### config.mk
export PLATFORM = sky130hd
export DESIGN_NAME = freq_lock_controller
export DESIGN_NICKNAME = d
export VERILOG_FILES = /design/src/rtl/freq_lock_controller.sv
export SDC_FILE = /design/constraint.sdc
export NUM_CORES = 1
export LEC_CHECK = 0
export ABC_AREA = 1
export CAP_MARGIN = 20
export CELL_PAD_IN_SITES_DETAIL_PLACEMENT = 0
export CELL_PAD_IN_SITES_GLOBAL_PLACEMENT = 2
export CORE_MARGIN = 4
export CORE_UTILIZATION = 31
export DETAILED_ROUTE_END_ITERATION = 8
export PLACE_DENSITY_LB_ADDON = 0.1
export SYNTH_ARGS = -nofsm -noshare
export SYNTH_HDL_FRONTEND = slang
export SYNTH_SLANG_ARGS = --single-unit
### constraint.sdc
create_clock -name clk -period 2.61 [get_ports clk]
set_input_delay 0.783 -clock clk [delete_from_list [all_inputs] [get_ports clk]]
set_output_delay 0.783 -clock clk [all_outputs]
set_load 0.02 [all_outputs]
### src/rtl/freq_lock_controller.sv
// Frequency acquisition FSM: confirms a stable class from the classifier, tracks lock loss, watchdog and retry limit.
// All outputs registered; a class is evaluated one cycle after done_tick; no backpressure (start is ignored while busy).
module freq_lock_controller #(
    parameter int unsigned CONFIRM_N   = 3,
    parameter int unsigned LOSS_N      = 2,
    parameter int unsigned TIMEOUT_CYC = 1000,
    parameter int unsigned MAX_TRIES   = 16
) (
    input  logic        clk,
    input  logic        reset,
    input  logic        start,
    input  logic        stop,
    input  logic        done_tick,
    input  logic [15:0] prd2,
    input  logic        is_5M,
    input  logic        is_10M,
    input  logic        is_20M,
    output logic        meas_en,
    output logic        busy,
    output logic        locked,
    output logic [1:0]  lock_class,
    output logic        lock_pulse,
    output logic        loss_pulse,
    output logic        timeout,
    output logic        fail,
    output logic [15:0] last_prd
);
    typedef enum logic [1:0] {S_IDLE, S_MEASURE, S_LOCKED, S_FAIL} state_t;

    localparam logic [3:0]  CONFIRM_L = 4'(CONFIRM_N);
    localparam logic [3:0]  LOSS_L    = 4'(LOSS_N);
    localparam logic [7:0]  TRIES_L   = 8'(MAX_TRIES);
    localparam logic [15:0] WD_LAST   = 16'(TIMEOUT_CYC - 1);

    state_t      state_q, state_d;
    logic [3:0]  match_q, match_d, miss_q, miss_d;
    logic [7:0]  try_q, try_d;
    logic [15:0] wd_q, wd_d, prd_q, prd_d;
    logic [1:0]  prev_q, prev_d, cls_q, cls_d;
    logic        pend_q, pend_d, lp_q, lp_d, loss_q, loss_d, to_q, to_d, fail_q, fail_d;
    logic        busy_q, lock_q;
    logic [1:0]  cls;
    logic [3:0]  match_nx, miss_nx;
    logic [7:0]  try_nx;

    always_comb begin
        cls = 2'b00;
        case ({is_5M, is_10M, is_20M})
            3'b100:  cls = 2'b01;
            3'b010:  cls = 2'b10;
            3'b001:  cls = 2'b11;
            default: cls = 2'b00;
        endcase
    end

    assign match_nx = (cls == 2'b00) ? 4'd0 : ((cls == prev_q) ? match_q + 4'd1 : 4'd1);
    assign miss_nx  = miss_q + 4'd1;
    assign try_nx   = try_q + 8'd1;

    always_comb begin
        state_d = state_q;
        match_d = match_q;
        miss_d  = miss_q;
        try_d   = try_q;
        prev_d  = prev_q;
        cls_d   = cls_q;
        wd_d    = (wd_q == 16'hFFFF) ? wd_q : wd_q + 16'd1;
        pend_d  = 1'b0;
        lp_d    = 1'b0;
        loss_d  = 1'b0;
        to_d    = to_q;
        fail_d  = fail_q;
        prd_d   = done_tick ? prd2 : prd_q;
        if (stop) begin
            state_d = S_IDLE;
            match_d = '0;
            miss_d  = '0;
            try_d   = '0;
            wd_d    = '0;
            prev_d  = '0;
            cls_d   = '0;
            to_d    = 1'b0;
            fail_d  = 1'b0;
            prd_d   = prd_q;
        end else begin
            case (state_q)
                S_MEASURE: begin
                    pend_d = done_tick;
                    if (done_tick) wd_d = '0;
                    if (pend_q) begin
                        prev_d  = cls;
                        try_d   = try_nx;
                        match_d = match_nx;
                        if (match_nx == CONFIRM_L) begin
                            state_d = S_LOCKED;
                            cls_d   = cls;
                            lp_d    = 1'b1;
                            miss_d  = '0;
                            wd_d    = '0;
                        end else if (try_nx == TRIES_L) begin
                            state_d = S_FAIL;
                            fail_d  = 1'b1;
                        end
                    end
                    // An evaluation-driven transition outranks the watchdog on the same edge.
                    if (state_d == S_MEASURE && !done_tick && wd_q == WD_LAST) begin
                        state_d = S_FAIL;
                        to_d    = 1'b1;
                    end
                end
                S_LOCKED: begin
                    pend_d = done_tick;
                    if (done_tick) wd_d = '0;
                    if (pend_q) begin
                        if (cls == cls_q) begin
                            miss_d = '0;
                        end else if (miss_nx == LOSS_L) begin
                            state_d = S_MEASURE;
                            cls_d   = '0;
                            loss_d  = 1'b1;
                            match_d = '0;
                            miss_d  = '0;
                            try_d   = '0;
                            wd_d    = '0;
                            prev_d  = '0;
                        end else begin
                            miss_d = miss_nx;
                        end
                    end
                    if (state_d == S_LOCKED && !done_tick && wd_q == WD_LAST) begin
                        state_d = S_FAIL;
                        to_d    = 1'b1;
                        cls_d   = '0;
                        loss_d  = 1'b1;
                    end
                end
                default: begin
                    wd_d = '0;
                    if (start) begin
                        state_d = S_MEASURE;
                        match_d = '0;
                        miss_d  = '0;
                        try_d   = '0;
                        prev_d  = '0;
                        to_d    = 1'b0;
                        fail_d  = 1'b0;
                    end
                end
            endcase
        end
    end

    always_ff @(posedge clk) begin
        if (reset) begin
            state_q <= S_IDLE;
            match_q <= '0;
            miss_q  <= '0;
            try_q   <= '0;
            wd_q    <= '0;
            prev_q  <= '0;
            cls_q   <= '0;
            pend_q  <= 1'b0;
            lp_q    <= 1'b0;
            loss_q  <= 1'b0;
            to_q    <= 1'b0;
            fail_q  <= 1'b0;
            prd_q   <= '0;
            busy_q  <= 1'b0;
            lock_q  <= 1'b0;
        end else begin
            state_q <= state_d;
            match_q <= match_d;
            miss_q  <= miss_d;
            try_q   <= try_d;
            wd_q    <= wd_d;
            prev_q  <= prev_d;
            cls_q   <= cls_d;
            pend_q  <= pend_d;
            lp_q    <= lp_d;
            loss_q  <= loss_d;
            to_q    <= to_d;
            fail_q  <= fail_d;
            prd_q   <= prd_d;
            busy_q  <= (state_d == S_MEASURE) || (state_d == S_LOCKED);
            lock_q  <= (state_d == S_LOCKED);
        end
    end

    assign meas_en    = busy_q;
    assign busy       = busy_q;
    assign locked     = lock_q;
    assign lock_class = cls_q;
    assign lock_pulse = lp_q;
    assign loss_pulse = loss_q;
    assign timeout    = to_q;
    assign fail       = fail_q;
    assign last_prd   = prd_q;
endmodule

Word-level counts from Yosys, hierarchy flattened. Cells that the tools add are included.

Register bits: 61. Word-level logic and storage cells: 140.

Bitwise logic cells: 5. Mux-type cells: 67. Reductions and logical operators: 21. Eq/ne operators: 28. Add/sub/neg operators: 4.

Operators with widths (number): 16-bit 2-to-1 mux (7); 4-bit 2-to-1 mux (12); 2-bit 2-to-1 mux (22); 8-bit 2-to-1 mux (5); 16-bit case mux with 2 select lines (1); 2-bit inequality test, second input constant (9); 16-bit by 1-bit adder with 16-bit output, second input constant (1); 16-bit by 10-bit == test with 1-bit output, second input constant (1); 16-bit == test, second input constant (1); 4-bit case mux with 2 select lines (2); 8-bit case mux with 2 select lines (1); 2-bit case mux with 2 select lines (3); 1-bit 2-to-1 mux (11); 5-bit AND reduction (2); 3-bit inequality test, second input constant (3); 4-bit by 1-bit adder with 4-bit output, second input constant (2); 8-bit by 1-bit adder with 8-bit output, second input constant (1); 4-bit by 2-bit == test with 1-bit output, second input constant (2); 8-bit by 5-bit == test with 1-bit output, second input constant (1); 2-bit by 1-bit == test with 1-bit output, second input constant (3); 2-bit == test, second input constant (3); 2-bit case mux with 3 select lines (1); 6-bit AND reduction (1); 3-bit OR reduction (2); 17 further kinds (28).

Logic depth before layout (Yosys ltp). Gate-level depths: netlist of run 1.

Depth after elaboration: 18. Mapped depth: 16. Mapped depth without buffers: 16.

Least setup slack after synthesis of run 1. OpenSTA, ideal clock, no wires.

Kind: input port to flip-flop. Start: input is_20M. End: register busy_q (netlist: busy). Cell stages on the path: 13. Path buffers: 0. Setup time: 0.066 ns. Data arrival time: 2.099 ns. Setup slack: 0.444 ns. Cell sequence: inv_1 > nand2_1 > nand3_2 > nand2_1 > nand2_1 > nand2_2 > nor2_4 > nand4_4 > nand3_1 > o21ai_0 > o21ai_1 > ha_1 > nor2_1.

Cells in the longest elaborated chain, start to end: 18. Elaborated cells on any way between the ends: 31. Those cells by class: 10 x eq/ne; 15 x mux; 6 x reduce/logical.

RTL lines: from (decl) (RTL line 17) `input logic is_20M,`; 3-bit by 1-bit == test with 1-bit output, or another cell as far along (RTL line 48) `case ({is_5M, is_10M, is_20M})`; 2-bit case mux with 3 select lines * (RTL line 48); 2-bit == test (RTL line 56) `assign match_nx = (cls == 2'b00) ? 4'd0 : ((cls == prev_q) ? match_q + 4'd1 : 4'd1);`; 4-bit 2-to-1 mux (2 in series) (RTL line 56); 4-bit by 2-bit == test with 1-bit output (RTL line 94) `if (match_nx == CONFIRM_L) begin`; 2-bit 2-to-1 mux (RTL line 94); 2-bit 2-to-1 mux (RTL line 90) `if (pend_q) begin`; 2-bit 2-to-1 mux (RTL line 86) `case (state_q)`; 2-bit 2-to-1 mux (RTL line 74) `if (stop) begin`; 2-bit by 1-bit == test with 1-bit output (RTL line 106) `if (state_d == S_MEASURE && !done_tick && wd_q == WD_LAST) begin`; 1-bit logical AND (2 in series) (RTL line 106); 2-bit 2-to-1 mux (RTL line 106); 2-bit case mux with 2 select lines * (RTL line 86); 2-bit 2-to-1 mux * (RTL line 74); 2-bit by 1-bit == test with 1-bit output or 2-bit == test (tied branches) (RTL line 184) `busy_q <= (state_d == S_MEASURE) || (state_d == S_LOCKED);`; 1-bit logical OR * (RTL line 184); to (signal assigned) (RTL line 184); to (decl) (RTL line 41) `logic busy_q, lock_q;`.

Every way passes the cells marked *; elsewhere a longest branch is shown, timed or not. The select of a mux whose other input is x is not followed. A chain may end at the register's enable or synchronous reset.

Worst setup path after layout of run 1.
Start: input is_10M. End: register busy_q (netlist: busy).

Cells in the longest elaborated chain, start to end: 18. Elaborated cells on any way between the ends: 31. Those cells by class: 10 x eq/ne; 15 x mux; 6 x reduce/logical.

RTL lines: from (decl) (RTL line 16) `input logic is_10M,`; 3-bit by 1-bit == test with 1-bit output, or another cell as far along (RTL line 48); 2-bit case mux with 3 select lines * (RTL line 48); 2-bit == test (RTL line 56); 4-bit 2-to-1 mux (2 in series) (RTL line 56); 4-bit by 2-bit == test with 1-bit output (RTL line 94); 2-bit 2-to-1 mux (RTL line 94); 2-bit 2-to-1 mux (RTL line 90); 2-bit 2-to-1 mux (RTL line 86); 2-bit 2-to-1 mux (RTL line 74); 2-bit by 1-bit == test with 1-bit output (RTL line 106); 1-bit logical AND (2 in series) (RTL line 106); 2-bit 2-to-1 mux (RTL line 106); 2-bit case mux with 2 select lines * (RTL line 86); 2-bit 2-to-1 mux * (RTL line 74); 2-bit by 1-bit == test with 1-bit output or 2-bit == test (tied branches) (RTL line 184); 1-bit logical OR * (RTL line 184).

Marked as above.

==> run metrics, run 1 <==
Worst Reg-to-Reg Cells=12; clock sinks=61; Iter 0 DRT Violations=116; Tcrit/Tclk final=0.946; Root Driver=clkbuf_8; Ys Warns=0; net count after synthesis=466; via count=2946; Sw Ratio=0.277; vias in the first global route=2913; DP Area=0.00399 mm2; Die Y=110 um; Hold WS=0.464 ns; sw power=0.000606 W; antenna cells=0; worst path cell trace=clkdlybuf4s50_1 > inv_2 > nand2_1 > nand3_2 > xor2_1 > nand2_2 > nand3_4 > inv_1 > nor3_1 > o21ai_0 > o21ai_1 > ha_1 > nor2_1; Peak VDD IR=0.000278 V; I/O Buffers=48; sequential area share after synthesis=0.379; total track usage=0.142; hpwl dp=5950 um; Hold Fails Final Rpt=0; total gr overflow=0; Die Width=110 um; met2 usage=0.240; post-synthesis register bit count=61; Critical Path RT=2.89 ns; crit path buf inv count=3; wire length per cell=12.2 um; Mapped Area=0.00322 mm2; Non-Filler Instances=645; Pins Over Slew Limit=0; initial antenna violation count=0; grt met1 use=0.167; worst hold path type=flop to flop; Worst EP arrival=2.75 ns; I/O pin total=49; Max Root-Sink Buffers=2; Pwr Density=515 mW/mm2; Int Pwr=0.00158 W; die footprint=0.0121 mm2; CTS buffer count=9; Setup crit end kind=flop; max_slew headroom=0.650; CP Class=input port to flop; syn avg cell area=7.41 um2; Max stage delay on crit path=0.49 ns; GP Congestion=0.838; Inst Count DP=626; Initial Util=0.323; Leak=1.67 nW; Flop pwr share=0.450; Crit Path Max Fanout=4; clock skew=0.00868 ns; Post-layout nets=539; clk_lat worst skew=0.35 ns; Post-Synthesis Cells=434; Worst path slowest cell=clkdlybuf4s50_1; CTS tree=done; CP top delay family=buffers and inverters; pin count of the biggest net entering global routing=21; Worst path depth=13; routed vias/inst=4.57; Final Setup Violations=0; core area=0.00995 mm2; met3 GRT Util=0.0470; number of library cell types mapped by synthesis=41; H-tree depth=3; Worst-Margin Slew=0.524 ns; share of cells above drive strength 1=0.186; Final ANT Viol Nets=0; logic gate share of total power=0.158; FMAX=405 MHz; minimum clock period=2.47 ns; clock share of power=0.393; Site Rows=36; status=finished clean; Top Usage Layer GRT=met2; first-pass GRT wire length=13400 um; DR DRC count=0; CTS clk-pin slew, worst paths=0.07 ns; WHS Path Cells=2; Routed Wire Length=7870 um; critical path startpoint category=input port; Post-Layout Inst Area=0.00425 mm2; max-cap viol count=0; Syn-to-layout area delta=32.0%; First-pass DRT Iterations=5
[timing repair]
| action | in CTS | in global routing |
|---|---|---|
| setup buffers | 0 | 3 |
| gates resized for setup | 0 | 9 |
| hold buffers | 0 | 0 |
| endpoints found under the setup margin | 0 | 6 |
[cell families after synthesis]
logic type	Yosys count	share of synthesized area
buffers and inverters	63	0.0859
XOR/XNOR	17	0.0463
AND/OR/NAND/NOR	227	0.343
AO/OA/AOI/OAI	58	0.115
adder cells (fa/ha/maj)	8	0.0311
flip-flops	61	0.379
[worst min-delay path, delay by kind of cell (launching register included)]
kind / cells / cell delay, ns
AOI/OAI and AO/OA: 1 / 0.05
DFF: 1 / 0.31
and+or+nand+nor: 1 / 0.06
[registers in the layout (all words and copies together) (netlist names)]
signal and flops:
miss_q 4, lock_pulse 1, busy 1, pend_q 1
wd_q 16, loss_pulse 1, lock_class 2, try_q 8
match_q 4, locked 1, last_prd 16, fail 1
timeout 1, prev_q 2, state_q 2
[stage by stage]
stage | TNS (ns) | util | setup WS [ns] | total power (W)
finish | 0 | 0.427 | 0.142 | 0.00219
global route | -0.0252 | 0.427 | -0.0252 | 0.00232
CTS | 0 | 0.420 | 0.148 | 0.00223
detailed placement | -3.62 | 0.400 | -0.228 | 0.00135
global placement | -3.14 | 0.400 | -0.197 | 0.00135
floorplan | 0 | - | 0.444 | 0.00120
[metal layers]
layer | part of all wire | vias up | routed length, um
met2 | 0.49 | 47 | 3850
met4 | 0.015 | 0 | 121
li1 | - | 1556 | -
met5 | 0 | - | 0
met1 | 0.44 | 1332 | 3500
met3 | 0.051 | 11 | 400
[cell usage after synthesis, drive strengths merged]
cell	number	area share
o21a	1	0.0023
nor4	3	0.0058
ha	8	0.031
nand3b	1	0.0023
o2111ai	1	0.0027
or2	1	0.0019
clkbuf	5	0.0058
o41ai	1	0.0027
a21oi	35	0.059
a22oi	6	0.023
nand2	114	0.14
xor2	13	0.035
nor3	11	0.019
nor2	52	0.078
a31oi	4	0.0078
nand4	14	0.038
and3	1	0.0019
nand3	30	0.054
xnor2	4	0.011
o21ai	10	0.017
inv	51	0.062
buf	7	0.018
dfxtp	61	0.38
[final cells by class]
cell class | count | area (um2)
Multi-Input combinational cell | 310 | 1760
Fill cell | 1050 | 5710
Clock inverter | 6 | 62.6
Inverter | 51 | 199
Clock buffer | 10 | 138
Tap cell | 133 | 166
Sequential cell | 61 | 1220
Timing Repair Buffer | 74 | 703
[final timing paths]
kind,start,to,slack (ns)
max reg2reg,try_q[0],busy,0.51
min reg2reg,last_prd[7],last_prd[7],0.46
max,is_10M,busy,0.14
min,last_prd[7],last_prd[7],0.46
[power groups by stage]
stage / Clock [W] / Combinational (W) / Sequential (W)
2_1_floorplan: 0 / 0.000179 / 0.00102
3_3_place_gp: 0 / 0.000340 / 0.00101
3_5_place_dp: 0 / 0.000341 / 0.00100
4_1_cts: 0.000906 / 0.000342 / 0.000984
5_1_grt: 0.000948 / 0.000384 / 0.000988
6_report: 0.000859 / 0.000345 / 0.000983
[cell usage in the layout, fill, tap and decap left out, drive strengths merged, types with 8 or more instances in the layout]
master,count
clkdlybuf4s50,47
nor2,52
nor3,11
clkbuf,10
xor2,13
o21ai,10
ha,8
a21oi,35
nand3,30
nand4,14
buf,26
inv,51
dfxtp,61
nand2,114
Power figures use the tool's default switching activity.
==> run 2, diff against run 1 <==
--- a/config.mk
+++ b/config.mk
@@ -11,4 +11,6 @@
 export CELL_PAD_IN_SITES_GLOBAL_PLACEMENT = 2
+export CORE_ASPECT_RATIO = 0.9
 export CORE_MARGIN = 4
-export CORE_UTILIZATION = 31
+export CORE_UTILIZATION = 32
+export CTS_BUF_LIST = sky130_fd_sc_hd__clkbuf_4
 export DETAILED_ROUTE_END_ITERATION = 8
--- a/constraint.sdc
+++ b/constraint.sdc
@@ -3,2 +3,2 @@
 set_output_delay 0.783 -clock clk [all_outputs]
-set_load 0.02 [all_outputs]
+set_load 0.01 [all_outputs]
==> run 2 against run 1 <==
Non-clock buffer count decreased by 5. First-iteration DRC count decreased by 28%. Final area fell by 2.9%. Die area decreased by 2.9%. Largest power group unchanged.
==> run metrics, run 2 (synthesis results as in run 1) <==
status=finished clean; initial antenna violation count=0; reg2reg start=try_q[0]; post-route setup slack=0.224 ns; vias in the first global route=2885; CP Class=input port to flop; Setup crit end kind=flop; H-tree depth=3; CP top delay family=simple AND/OR/NAND/NOR gates; Worst EP arrival=2.76 ns; clock sinks=61; hpwl dp=5760 um; First-pass DRT Iterations=4; CTS buffer count=9; Leak=1.63 nW; worst hold path type=flop to flop; FMAX=419 MHz; Routed Wire Length=7630 um; Sw Ratio=0.271; post-cts gate resize count=0; Post-CTS Hold Buffers=0; r2r endpoint=busy; Worst path slowest cell=clkdlybuf4s50_1; Non-Filler Instances=633; crit path buf inv count=2; core area=0.00974 mm2; logic gate share of total power=0.155; Worst Reg-to-Reg Cells=12; Peak VDD IR=0.000426 V; first-pass GRT wire length=13100 um; Flop pwr share=0.474; Worst path depth=13; most common cell after layout, fill and taps aside=nand2_1; Pins Over Slew Limit=0; Worst R2R Setup Slack=0.48 ns; Int Pwr=0.00151 W; Root Driver=clkbuf_4; I/O pin total=49; Die Y=103 um; die footprint=0.0117 mm2; Initial Util=0.330; Final Power=0.00208 W; unrepaired setup endpoints after global routing=no; DR DRC count=0; pin count of the biggest net entering global routing=21; via count=2904; setup tns final=0 ns; Most common cell on crit path=nand2_2; final core occ=0.423; Hold Fails Final Rpt=0; CTS tree=done; Max stage delay on crit path=0.50 ns; share of cells above drive strength 1=0.168; Final Setup Violations=0; Post-layout nets=534; I/O Buffers=48; Syn-to-layout area delta=28.1%; clk_lat worst skew=0.42 ns; Site Rows=34; Iter 0 DRT Violations=84; Crit Path Max Fanout=5; wire length per cell=12.1 um; WHS Path Cells=2; Setup Buffers After CTS=0; antenna cells=0; Max Root-Sink Buffers=2; CTS clk-pin slew, worst paths=0.12 ns; clock skew=0.0205 ns; worst path cell trace=clkdlybuf4s50_1 > inv_1 > nand2_1 > nand3_2 > nand2_2 > nand2_2 > nor2_4 > nand4_4 > nand3_1 > o21ai_0 > o21ai_1 > ha_1 > nor2_1; Worst-Margin Slew=0.519 ns; sw power=0.000562 W; Critical Path RT=2.98 ns; Tcrit/Tclk final=0.914; max-cap viol count=0; minimum clock period=2.39 ns; total gr overflow=0; Pwr Density=503 mW/mm2; clock share of power=0.371; total track usage=0.140; commonest cells after routing, fill and taps aside=nand2_1, dfxtp_1, clkdlybuf4s50_1; WHS Endpoint=fail; Place WS=-0.226 ns; Final ANT Viol Nets=0; GP Congestion=0.805; Inst Count DP=617; # fillers=1037; routed vias/inst=4.59; max_slew headroom=0.654; critical path startpoint category=input port; Die Width=114 um; HP Start=fail
==> run 2: through the flow <==
step                      hold WS (ns)  instance area (um2)
final                            0.467                 4120
after global routing             0.484                 4120
after CTS                        0.474                 4120
after detailed placement         0.455                 3960
after global placement           0.448                 3960
after floorplan                  0.456                 3220
==> run 2: final cells by class <==
| class | count | area, um2 | share of cell area |
|---|---|---|---|
| clock inverter | 6 | 87.6 | 0.0212 |
| sequential | 61 | 1220 | 0.296 |
| inverter | 51 | 199 | 0.0482 |
| multi-input combinational | 310 | 1720 | 0.417 |
| clock buffer | 10 | 75.1 | 0.0182 |
| tap | 126 | 158 | 0.0382 |
| timing repair buffer | 69 | 663 | 0.161 |
==> run 2: how the worst max path moves through the flow <==
stage	end	start	slack [ns]
floorplan	busy	is_20M	0.44
global placement	lock_class[0]	is_20M	-0.21
detailed placement	busy	is_20M	-0.23
CTS	busy	is_20M	0.23
global route	busy	is_20M	0.01
finish	busy	is_20M	0.22
==> run 2: per-layer routing <==
| metal | share of wire | global-route usage | vias up | wire, um |
|---|---|---|---|---|
| met4 | 0.015 | 0.0499 | 0 | 112 |
| met1 | 0.47 | 0.171 | 1305 | 3600 |
| met3 | 0.045 | 0.0487 | 11 | 343 |
| met5 | 0 | 0 | - | 0 |
| li1 | - | - | 1548 | - |
| met2 | 0.47 | 0.230 | 40 | 3580 |
==> run 2: power groups by stage <==
stage	logic, W	registers (W)	clock network (W)
floorplan	0.000178	0.00101	0
global route	0.000361	0.000988	0.000849
CTS	0.000329	0.000984	0.000813
detailed placement	0.000328	0.00100	0
global placement	0.000328	0.00100	0
finish	0.000323	0.000983	0.000770
==> run 2: worst reg2reg max path, delay by kind of cell (launching register included) <==
kind            cells  cell delay [ns]
compound gates      2             0.19
fa+ha+maj           2             0.60
flops               1             0.40
simple gates        8             0.89
==> run 3, diff against run 2 <==
- CORE_ASPECT_RATIO: 0.9 -> 1.4
==> run 3 against run 2 <==
Hold slack worse by 0.0020 ns. Global-route usage grew 0.94 points. Count of clock-buffer cells in the layout increased by 1. Clock power down 2%. First-iteration DRC count fell by 9.5%. Clock skew shrank 0.010 ns. Register-to-register slack worse by 0.04 ns. Sequential share of layout area fell by 0.49 points. Critical endpoint unchanged. Die area rose by 0.18%. Final area rose by 1.7%. Fmax is 0.82% lower. Highest routed layer unchanged. Sequential power hardly changed.
==> run metrics, run 3 (synthesis results as in run 1) <==
Hold Fails Final Rpt=0; wire length per cell=12.9 um; critical path startpoint category=input port; I/O pin total=49; DR DRC count=0; core area=0.00985 mm2; total gr overflow=0; via count=2962; Flop pwr share=0.476; share of cells above drive strength 1=0.178; clock sinks=61; minimum clock period=2.41 ns; Die Y=127 um; sw power=0.000552 W; Sw Ratio=0.267; max_slew headroom=0.664; Final Power=0.00207 W; Pins Over Slew Limit=0; Top Metal Used=met4; pin count of the biggest net entering global routing=21; total track usage=0.150; most common cell after layout, fill and taps aside=nand2_1; Max Root-Sink Buffers=2; Post-layout nets=537; Critical Path RT=2.97 ns; Root Driver=clkbuf_4; Setup crit end kind=flop; Int Pwr=0.00152 W; FMAX=416 MHz; Pwr Density=493 mW/mm2; Post-CTS Hold Buffers=0; CTS clk-pin slew, worst paths=0.10 ns; Hold WS=0.465 ns; Post-Layout Inst Area=0.00419 mm2; vias in the first global route=2954; Final ANT Viol Nets=0; logic gate share of total power=0.158; Die Width=92.8 um; hpwl dp=6380 um; Worst-Margin Slew=0.504 ns; commonest cells after routing, fill and taps aside=nand2_1, dfxtp_1, clkdlybuf4s50_1; Site Rows=43; status=finished clean; First-pass DRT Iterations=4; clock share of power=0.366; initial antenna violation count=0; worst hold path type=flop to flop; I/O Buffers=48; Worst EP arrival=2.76 ns; clk_lat worst skew=0.42 ns; H-tree depth=3; WL met1=3340 um; Routed Wire Length=8340 um; unrepaired setup endpoints after global routing=no; CP Class=input port to flop; routed vias/inst=4.59; Iter 0 DRT Violations=76; Peak VDD IR=0.000235 V; Syn-to-layout area delta=30.3%; WL met2=4530 um; Crit Path Max Fanout=5; CTS tree=done; CTS buffer count=9; Inst Count DP=629; Tcrit/Tclk final=0.922; GP Congestion=0.823; Detail Route met3 WL=217 um; Leak=1.65 nW; Final Setup Violations=0; Initial Util=0.327; clock skew=0.0105 ns; first-pass GRT wire length=13700 um; DP Area=0.00400 mm2; max-cap viol count=0; antenna cells=0; die footprint=0.0117 mm2; Non-Filler Instances=645
run 3: cell count changes in the layout (fill, tap and decap cells not counted), sizes merged:
cell / change
clkinvlp: +1
dlymetal6s2s: +1
clkdlybuf4s50: -1
clkinv: -2
buf: +3
clkbuf: +1
run 3: worst max-delay path, stage by stage:
cell and delay, ns:
clkdlybuf4s50_1 0.49, inv_2 0.07, nand2_1 0.12, nand4_1 0.12, nand2_2 0.11, nand2_2 0.08
nor2_4 0.12, nand4_4 0.13, nand3_1 0.11, o21ai_0 0.08, o21ai_1 0.21, ha_1 0.26
nor2_1 0.09
run 3: cell type report:
type,count,area (um2)
Clock buffer,11,82.6
Clock inverter,5,75.1
Fill cell,1062,5650
Inverter,51,199
Multi-Input combinational cell,310,1760
Sequential cell,61,1220
Tap cell,135,169
Timing Repair Buffer,72,688
run 3: worst paths after layout:
path                                  start          end  slack, ns  cells past startpoint
worst max register to register     try_q[0]         busy       0.44                     12
worst min register to register  last_prd[6]  last_prd[6]       0.46                      2
worst max-delay path                 is_10M         busy       0.20                     13
worst min-delay path            last_prd[6]  last_prd[6]       0.46                      2
run 3: repair_timing:
| item | in CTS | in global routing |
|---|---|---|
| setup buffers | 0 | 0 |
| endpoints found under the hold margin | 0 | 0 |
| endpoints found under the setup margin | 0 | 1 |
| gates resized for setup | 0 | 8 |
run 3: power by group through the flow:
stage          Clock [W]  Sequential [W]  Combinational (W)
2_1_floorplan          0         0.00101           0.000178
3_3_place_gp           0         0.00101           0.000325
3_5_place_dp           0         0.00101           0.000325
4_1_cts         0.000793        0.000984           0.000327
5_1_grt         0.000844        0.000989           0.000362
6_report        0.000757        0.000984           0.000327
run 3: stage by stage:
stage	setup TNS (ns)	utilization	setup slack, ns
2_1_floorplan	0	-	0.444
3_3_place_gp	-2.45	0.406	-0.177
3_5_place_dp	-3.36	0.406	-0.221
4_1_cts	0	0.422	0.238
5_1_grt	0	0.426	0.0147
6_report	0	0.426	0.204
run 3: metal layers:
layer / global-route usage / up-vias
met5: 0 / -
met4: 0.0828 / 0
met3: 0.0291 / 19
met2: 0.277 / 39
met1: 0.155 / 1354
li1: - / 1550
